<file path="src/rtl/pmem_arbiter.sv">
// Shares one physical-memory port between the I-cache (a) and D-cache (b).
// D-cache wins ties, with a streak counter that guarantees I-cache progress.
module pmem_arbiter #(
  parameter int ADDR_WIDTH   = 16,
  parameter int LINE_WIDTH   = 128,
  parameter int STARVE_LIMIT = 4
) (
  input  logic                  clk,
  input  logic                  reset,
  input  logic                  pmem_read_a,
  input  logic [ADDR_WIDTH-1:0] pmem_address_a,
  output logic [LINE_WIDTH-1:0] pmem_rdata_a,
  output logic                  pmem_resp_a,
  input  logic                  pmem_read_b,
  input  logic                  pmem_write_b,
  input  logic [ADDR_WIDTH-1:0] pmem_address_b,
  input  logic [LINE_WIDTH-1:0] pmem_wdata_b,
  output logic [LINE_WIDTH-1:0] pmem_rdata_b,
  output logic                  pmem_resp_b,
  output logic                  pmem_read,
  output logic                  pmem_write,
  output logic [ADDR_WIDTH-1:0] pmem_address,
  output logic [LINE_WIDTH-1:0] pmem_wdata,
  input  logic [LINE_WIDTH-1:0] pmem_rdata,
  input  logic                  pmem_resp
);

  typedef enum logic [1:0] {
    IDLE,
    SERVE_A,
    SERVE_B,
    RECOVER
  } state_t;

  localparam logic [3:0] LIMIT = 4'(STARVE_LIMIT);

  state_t                r_state;
  logic                  r_read;
  logic                  r_write;
  logic [ADDR_WIDTH-1:0] r_addr;
  logic [LINE_WIDTH-1:0] r_wdata;
  logic [3:0]            r_streak;

  logic w_b_req;
  logic w_starved;
  logic w_serve_a;
  logic w_serve_b;

  assign w_b_req   = pmem_read_b | pmem_write_b;
  assign w_starved = w_b_req & pmem_read_a & (r_streak == LIMIT);
  assign w_serve_a = (r_state == SERVE_A);
  assign w_serve_b = (r_state == SERVE_B);

  always_ff @(posedge clk) begin
    if (reset) begin
      r_state  <= IDLE;
      r_read   <= 1'b0;
      r_write  <= 1'b0;
      r_addr   <= '0;
      r_wdata  <= '0;
      r_streak <= '0;
    end else begin
      unique case (r_state)
        IDLE: begin
          unique case (1'b1)
            w_starved, (!w_b_req && pmem_read_a): begin
              r_state  <= SERVE_A;
              r_read   <= 1'b1;
              r_write  <= 1'b0;
              r_addr   <= pmem_address_a;
              r_wdata  <= '0;
              r_streak <= '0;
            end
            (w_b_req && !w_starved): begin
              r_state <= SERVE_B;
              r_read  <= ~pmem_write_b;
              r_write <= pmem_write_b;
              r_addr  <= pmem_address_b;
              r_wdata <= pmem_wdata_b;
              if (!pmem_read_a)
                r_streak <= '0;
              else if (r_streak != LIMIT)
                r_streak <= r_streak + 4'd1;
            end
            default: r_state <= IDLE;
          endcase
        end
        SERVE_A, SERVE_B: begin
          if (pmem_resp) begin
            r_state <= RECOVER;
            r_read  <= 1'b0;
            r_write <= 1'b0;
          end
        end
        RECOVER: r_state <= IDLE;
        default: r_state <= IDLE;
      endcase
    end
  end

  assign pmem_read    = r_read;
  assign pmem_write   = r_write;
  assign pmem_address = r_addr;
  assign pmem_wdata   = r_write ? r_wdata : '0;

  // Responses only reach the side that holds the grant.
  assign pmem_resp_a  = w_serve_a & pmem_resp;
  assign pmem_rdata_a = w_serve_a ? pmem_rdata : '0;
  assign pmem_resp_b  = w_serve_b & pmem_resp;
  assign pmem_rdata_b = w_serve_b ? pmem_rdata : '0;

endmodule

</file>
<file path="config.mk">
export PLATFORM = sky130hd
export DESIGN_NAME = pmem_arbiter
export DESIGN_NICKNAME = d
export VERILOG_FILES = /design/src/rtl/pmem_arbiter.sv
export SDC_FILE = /design/constraint.sdc
export NUM_CORES = 1
export LEC_CHECK = 0
export ABC_AREA = 1
export BUFFER_PORTS_ARGS = -buffer_cell sky130_fd_sc_hd__buf_2
export CAP_MARGIN = 20
export CORE_AREA = 2 2 269 271
export CTS_BUF_LIST = sky130_fd_sc_hd__clkbuf_4
export DETAILED_ROUTE_END_ITERATION = 10
export DIE_AREA = 0 0 271 273
export PLACE_DENSITY = 0.42
export SYNTH_ARGS = -nofsm -noshare
export SYNTH_HDL_FRONTEND = slang
export SYNTH_SLANG_ARGS = --single-unit
export TNS_END_PERCENT = 100
</file>
<file path="constraint.sdc">
create_clock -name clk -period 1.7 [get_ports clk]
set_input_delay 0.17 -clock clk [delete_from_list [all_inputs] [get_ports clk]]
set_output_delay 0.17 -clock clk [all_outputs]
set_load 0.005 [all_outputs]
</file>
==> reports/qor.csv, run 1 <==
stage;metric;value;unit
cells_and_area;ratio of cells with drive above 1 in the final layout;33.8;%
yosys;synth warn;0;
setup_path;Worst EP required;1.53;ns
timing;Final Cycle Share;123;%
timing;Hold Vio Cnt, Final;0;
yosys;Syn Inst Count;1588;
setup_path;arrival time at the worst endpoint;1.92;ns
status;failing checks;setup timing;
yosys;ranking of synthesized cells by area;dfxtp_1 (34%), nand2_1 (29%), inv_1 (18%);
route;vias per inst;3.58;
cells_and_area;Filler cells;8303;
setup_path;reg2reg start;r_state[0];
die;num ports;698;
cells_and_area;commonest non-fill, non-tap cell in the layout;nand2_1;
grt;initial antenna violation count;28;
die;initial core utilization;12.5;%
die;FP Rows;98;
route;# DRC;0;
cells_and_area;most frequent cells in the layout;nand2_1 (683), buf_2 (666), inv_1 (412);
timing;Slew @ Worst Pin;0.331;ns
clock_network;Clock Latency Late Sink;0.63;ns
timing;Max Clock Skew;0.0303;ns
timing;Worst slew margin;78.0;%
route;Starting DRT DRC Count;508;
clock_network;clk slew on worst S/H paths;0.15;ns
grt;first-pass GRT wire length;78000;um
setup_path;r2r setup slk;-0.13;ns
clock_network;total clock sinks;152;
timing;final setup fails;434;
grt;largest net degree at the start of global routing;63;
power_and_ir_drop;Power Density;1160;nW/um^2
place;IO buf count;697;
min_path;hold wc startpoint;pmem_wdata_b[23];
yosys;Synth top area share;34.3;%
setup_path;worst-path maximum fanout;13;
cells_and_area;Final Net Count;2757;
yosys;Avg Cell Area, Syn;5.59;um^2
die;chip width;271;um
route;vias post-DR;12300;
power_and_ir_drop;Peak VDD IR;413;uV
power_and_ir_drop;Tot Pwr;0.0188;W
clock_network;CTS tree;built;
clock_network;CTS HTree Levels;4;
grt;Global Route Usage Sum;14.4;%
yosys;Synth Area in Adders;0.987;%
clock_network;clock root cell;clkbuf_4;
timing;Max Clk Rate;478;MHz
route;antenna-violating nets left;0;
die;chip height;273;um
yosys;Syn Std Cell Area;8870;um^2
power_and_ir_drop;P_leak;11.1;nW
status;status;finished with violations;
timing;Min Clock Period, post-route;2.09;ns
yosys;synth unique cells;18;
clock_network;clk buf depth;2;
grt;total grt overflow;0;
cells_and_area;area grow syn2layout;82.8;%
yosys;Synth Area in Simple Gates;33.6;%
clock_network;total CTS buffers;17;
grt;number of global-route vias before repair;12000;
timing;setup ws final;-0.394;ns
timing;Slew Limit Fails;0;
yosys;compound-cell area share of the yosys netlist;7.84;%
yosys;Yosys top cell by area;dfxtp_1;
setup_path;Worst Setup Start Kind;flip-flop;
run;max-cap violations;0;
yosys;XOR/XNOR share of the synthesized area;0;%
setup_path;CP endpoint kind;output port;
timing;Min Hold Slack;0.322;ns
min_path;hold crit path type;primary input to flip-flop;
yosys;largest family of logic cells by synthesized area;simple AND/OR/NAND/NOR gates;
yosys;Seq/Total Area, Yosys;34.3;%
timing;RSZ-0062 raised after global routing;true;
yosys;Syn Nets;1889;
place;RD Place Congestion;0.861;
timing;Setup TNS;-90.10;ns
route;TritonRoute pass-1 iters;5;
die;die area;74000;um^2
route;WL final;55700;um
yosys;mux cell area share after synthesis;0;%
setup_path;Critical Path Source;r_state[0];
place;DP Wirelength;45800;um
setup_path;critical path class;flip-flop to output port;
route;wire length per cell;16.3;um
yosys;flip-flop and latch count after synthesis;152;
die;Core ar.;71000;um^2
-- state kept, by name, summed over array words and instances (netlist names) --
register      count
pmem_address     16
pmem_read         1
pmem_write        1
r_state           2
r_streak          4
r_wdata         128
-- through the flow --
| step | instances | setup slack [ns] | utilization, % | instance area, um^2 |
|---|---|---|---|---|
| finish | 3426 | -0.394 | 22.9 | 16200 |
| global route | 3425 | -0.537 | 22.8 | 16200 |
| CTS | 3414 | -0.506 | 22.7 | 16100 |
| detailed placement | 3210 | -0.0196 | 19.5 | 13900 |
| global placement | 3210 | 0.0133 | 19.5 | 13900 |
| floorplan | 1588 | 0.230 | - | 8870 |
-- worst max-delay path, cell delays in order (launching register included) --
cell     delay, ns
dfxtp_2       0.35
buf_4         0.15
ha_4          0.16
buf_12        0.15
buf_6         0.17
nand2_1       0.10
inv_1         0.05
buf_2         0.12
-- worst paths after layout --
| kind | cells after the start | endpoint |
|---|---|---|
| worst max-delay path | 7 | pmem_rdata_a[34] |
| worst min-delay path | 4 | r_wdata[23] |
| worst max register to register | 10 | r_wdata[50] |
| worst min register to register | 2 | r_wdata[44] |
-- synth_stat cells --
master and count:
buf_4 3, nand2_1 692, buf_1 1, ha_1 7, a21oi_1 134, nor2_2 3, dfxtp_1 152, inv_2 3
nand2_4 1, buf_6 14, o21ai_0 5, nor2_1 38, buf_2 14, clkbuf_1 62, inv_1 417, nand2_2 2
nand4_1 1, nand3_1 39
-- report_power, final --
part / internal [W] / switching (W)
clock network: 0.00117 / 0.00137
logic: 0.00488 / 0.00643
registers: 0.00451 / 0.000486
-- kinds of logic after synthesis --
logic type | Yosys count
buf+inv | 514
flops | 152
simple gates | 776
compound gates | 139
fa+ha+maj | 7
-- metal layers --
layer	up-vias	part of all wire, %	GRT usage, %	wire (um)
met5	-	0.17	0	97
met4	18	4.8	7.01	2660
met3	94	5.5	3.20	3080
met2	497	55	28.8	30600
met1	5442	35	13.7	19300
li1	6217	-	-	-
-- layout make-up --
type | instances | area, um^2 | area share [%]
Clock buffer | 19 | 143 | 0.879
Multi-Input combinational cell | 922 | 3830 | 23.6
Timing Repair Buffer | 943 | 6250 | 38.6
Tap cell | 950 | 1190 | 7.33
Antenna cell | 9 | 22.5 | 0.139
Clock inverter | 11 | 155 | 0.956
Sequential cell | 152 | 3050 | 18.8
Inverter | 420 | 1580 | 9.72
-- repair_timing --
action                                  CTS  global route
gates cloned                              1             1
endpoints found under the setup margin  478           502
hold buffers                            165             0
endpoints found under the hold margin   152             0
gates resized for setup                  69             9
pin swaps                                 1             0
buffers inserted                          8             2
Power figures use the tool's default switching activity.
==> run 2, diff against run 1 <==
CORE_AREA = 2 2 275 277   (was 2 2 269 271)
DIE_AREA = 0 0 277 279   (was 0 0 271 273)
RECOVER_POWER = 25   (was not set)
clock period = 1.8 ns   (was 1.7 ns; I/O delays follow)
==> reports/qor.csv, run 2 (synthesis gave the netlist of run 1 again) <==
stage;metric;value;unit
die;die area;77300;um^2
power_and_ir_drop;Power Density;1140;nW/um^2
cells_and_area;final core utilization;25.2;%
min_path;hold wc startpoint;pmem_wdata_b[20];
timing;Max Clk Rate;464;MHz
min_path;Min-Delay Path Depth;4;
setup_path;worst-path maximum fanout;8;
clock_network;CTS HTree Levels;4;
cells_and_area;Filler cells;8433;
cells_and_area;Top reg by flops;r_wdata;
die;FP Rows;100;
timing;Worst slew margin;67.9;%
cells_and_area;area grow syn2layout;111;%
grt;total grt overflow;0;
run;max-cap violations;0;
timing;Max Clock Skew;0.0329;ns
route;TritonRoute pass-1 iters;4;
setup_path;Crit path depth;8;
cells_and_area;commonest non-fill, non-tap cell in the layout;buf_2;
setup_path;CP endpoint kind;output port;
timing;Min Clock Period, post-route;2.15;ns
setup_path;largest delay contributor family on the critical path;buffers and inverters;
clock_network;clk slew on worst S/H paths;0.16;ns
grt;largest net degree at the start of global routing;85;
route;antenna-violating nets left;0;
grt;first-pass GRT wire length;81000;um
timing;Slew Limit Fails;0;
cells_and_area;sequential cell area;3050;um^2
setup_path;critical path class;flip-flop to output port;
place;DP Wirelength;47000;um
route;Starting DRT DRC Count;504;
clock_network;clock root cell;clkbuf_4;
min_path;Hold Path End;r_wdata[20];
grt;Global Route Usage Sum;14.5;%
route;vias post-DR;12700;
setup_path;Worst Setup Start Kind;flip-flop;
grt;number of global-route vias before repair;12200;
die;num ports;698;
clock_network;total CTS buffers;17;
route;WL final;62800;um
timing;Hold Vio Cnt, Final;0;
cells_and_area;max FFs per register;128;
setup_path;CP Cell Sequence;buf_6 -> ha_4 -> buf_12 -> clkbuf_16 -> buf_12 -> nand2_2 -> inv_2 -> buf_6;
grt;initial antenna violation count;31;
route;# DRC;0;
die;chip height;279;um
power_and_ir_drop;Peak VDD IR;506;uV
timing;setup ws final;-0.355;ns
route;vias per inst;3.66;
setup_path;slowest stage delay, CP;0.36;ns
min_path;hold crit path type;primary input to flip-flop;
setup_path;worst path bufs/invs;6;
clock_network;total clock sinks;152;
timing;RSZ-0062 raised after global routing;true;
cells_and_area;Final Net Count;2774;
clock_network;Clock Latency Late Sink;0.63;ns
setup_path;arrival time at the worst endpoint;1.97;ns
setup_path;Slowest-stage cell, CP;dfxtp_2;
clock_network;CTS tree;built;
timing;Min Hold Slack;0.318;ns
timing;final setup fails;435;
setup_path;r2r setup slk;-0.07;ns
die;Core ar.;74100;um^2
place;RD Place Congestion;0.879;
cells_and_area;most frequent cells in the layout;buf_2 (550), nand2_1 (522), inv_1 (259);
status;failing checks;setup timing;
timing;Final Cycle Share;120;%
cells_and_area;ratio of cells with drive above 1 in the final layout;46.4;%
setup_path;FF-to-FF path depth;11;
place;IO buf count;697;
timing;Slew @ Worst Pin;0.482;ns
power_and_ir_drop;P_leak;12.1;nW
cells_and_area;Multi-input gate area;4880;um^2
clock_network;clk buf depth;2;
route;wire length per cell;18.1;um
die;chip width;277;um
status;status;finished with violations;
setup_path;Worst EP required;1.62;ns
setup_path;reg2reg start;r_streak[0];
die;initial core utilization;12.0;%
setup_path;reg-to-reg critical path endpoint;r_wdata[85];
-- run 2: timing repair --
| action | CTS | global route |
|---|---|---|
| endpoints found under the setup margin | 385 | 403 |
| hold buffers | 165 | 0 |
| gates cloned | 5 | 29 |
| pin swaps | 1 | 7 |
| endpoints found under the hold margin | 152 | 0 |
| buffers inserted | 6 | 19 |
| resized for setup | 55 | 637 |
-- run 2: worst max-delay path by stage --
stage          slack (ns)         from               end
2_1_floorplan        0.33  r_streak[0]      r_wdata[100]
6_report            -0.35   r_state[1]  pmem_rdata_b[23]
3_5_place_dp         0.10   r_state[0]  pmem_rdata_b[11]
3_3_place_gp         0.09   r_state[0]  pmem_rdata_b[11]
5_1_grt             -0.50   r_state[1]  pmem_rdata_a[73]
4_1_cts             -0.51   r_state[1]  pmem_rdata_a[71]
-- run 2: worst reg2reg max path, stage by stage, from the launching register on --
cell     delay, ns
dfxtp_1       0.35
inv_1         0.06
ha_1          0.19
nand2_1       0.06
inv_1         0.06
nand2_4       0.06
nand2_1       0.09
nor2_4        0.13
buf_4         0.37
buf_4         0.25
nand2_1       0.06
a21oi_1       0.11
-- run 2: layer usage --
layer	global-route usage, %	vias to the layer above	share of wire (%)
li1	-	6283	-
met1	13.6	5749	34
met2	28.1	492	54
met3	3.82	141	5.7
met4	8.54	32	5.9
met5	0	-	0.32
-- run 2: metrics by stage --
step,cells,power (W),instance area (um^2),TNS [ns],setup WS (ns)
5_1_grt,3467,0.0229,18700,-145.84,-0.499
4_1_cts,3410,0.0179,16000,-127.66,-0.507
3_5_place_dp,3203,0.0145,13700,0,0.103
2_1_floorplan,1588,0.00952,8870,0,0.330
3_3_place_gp,3203,0.0145,13700,0,0.0881
6_report,3469,0.0214,18700,-80.60,-0.355
-- run 2: where the power goes --
group	internal (W)	switching, W
Clock	0.000841	0.00143
Sequential	0.00426	0.000512
Combinational	0.00656	0.00779
-- run 2: area by class of cell --
type	count	area share (%)
multi-input cells	922	26.1
well taps	969	6.48
diodes	14	0.187
clock inverters	13	0.696
flip-flops and latches	152	16.3
clock buffers	19	0.763
repair buffers	960	40.9
inverters	420	8.55
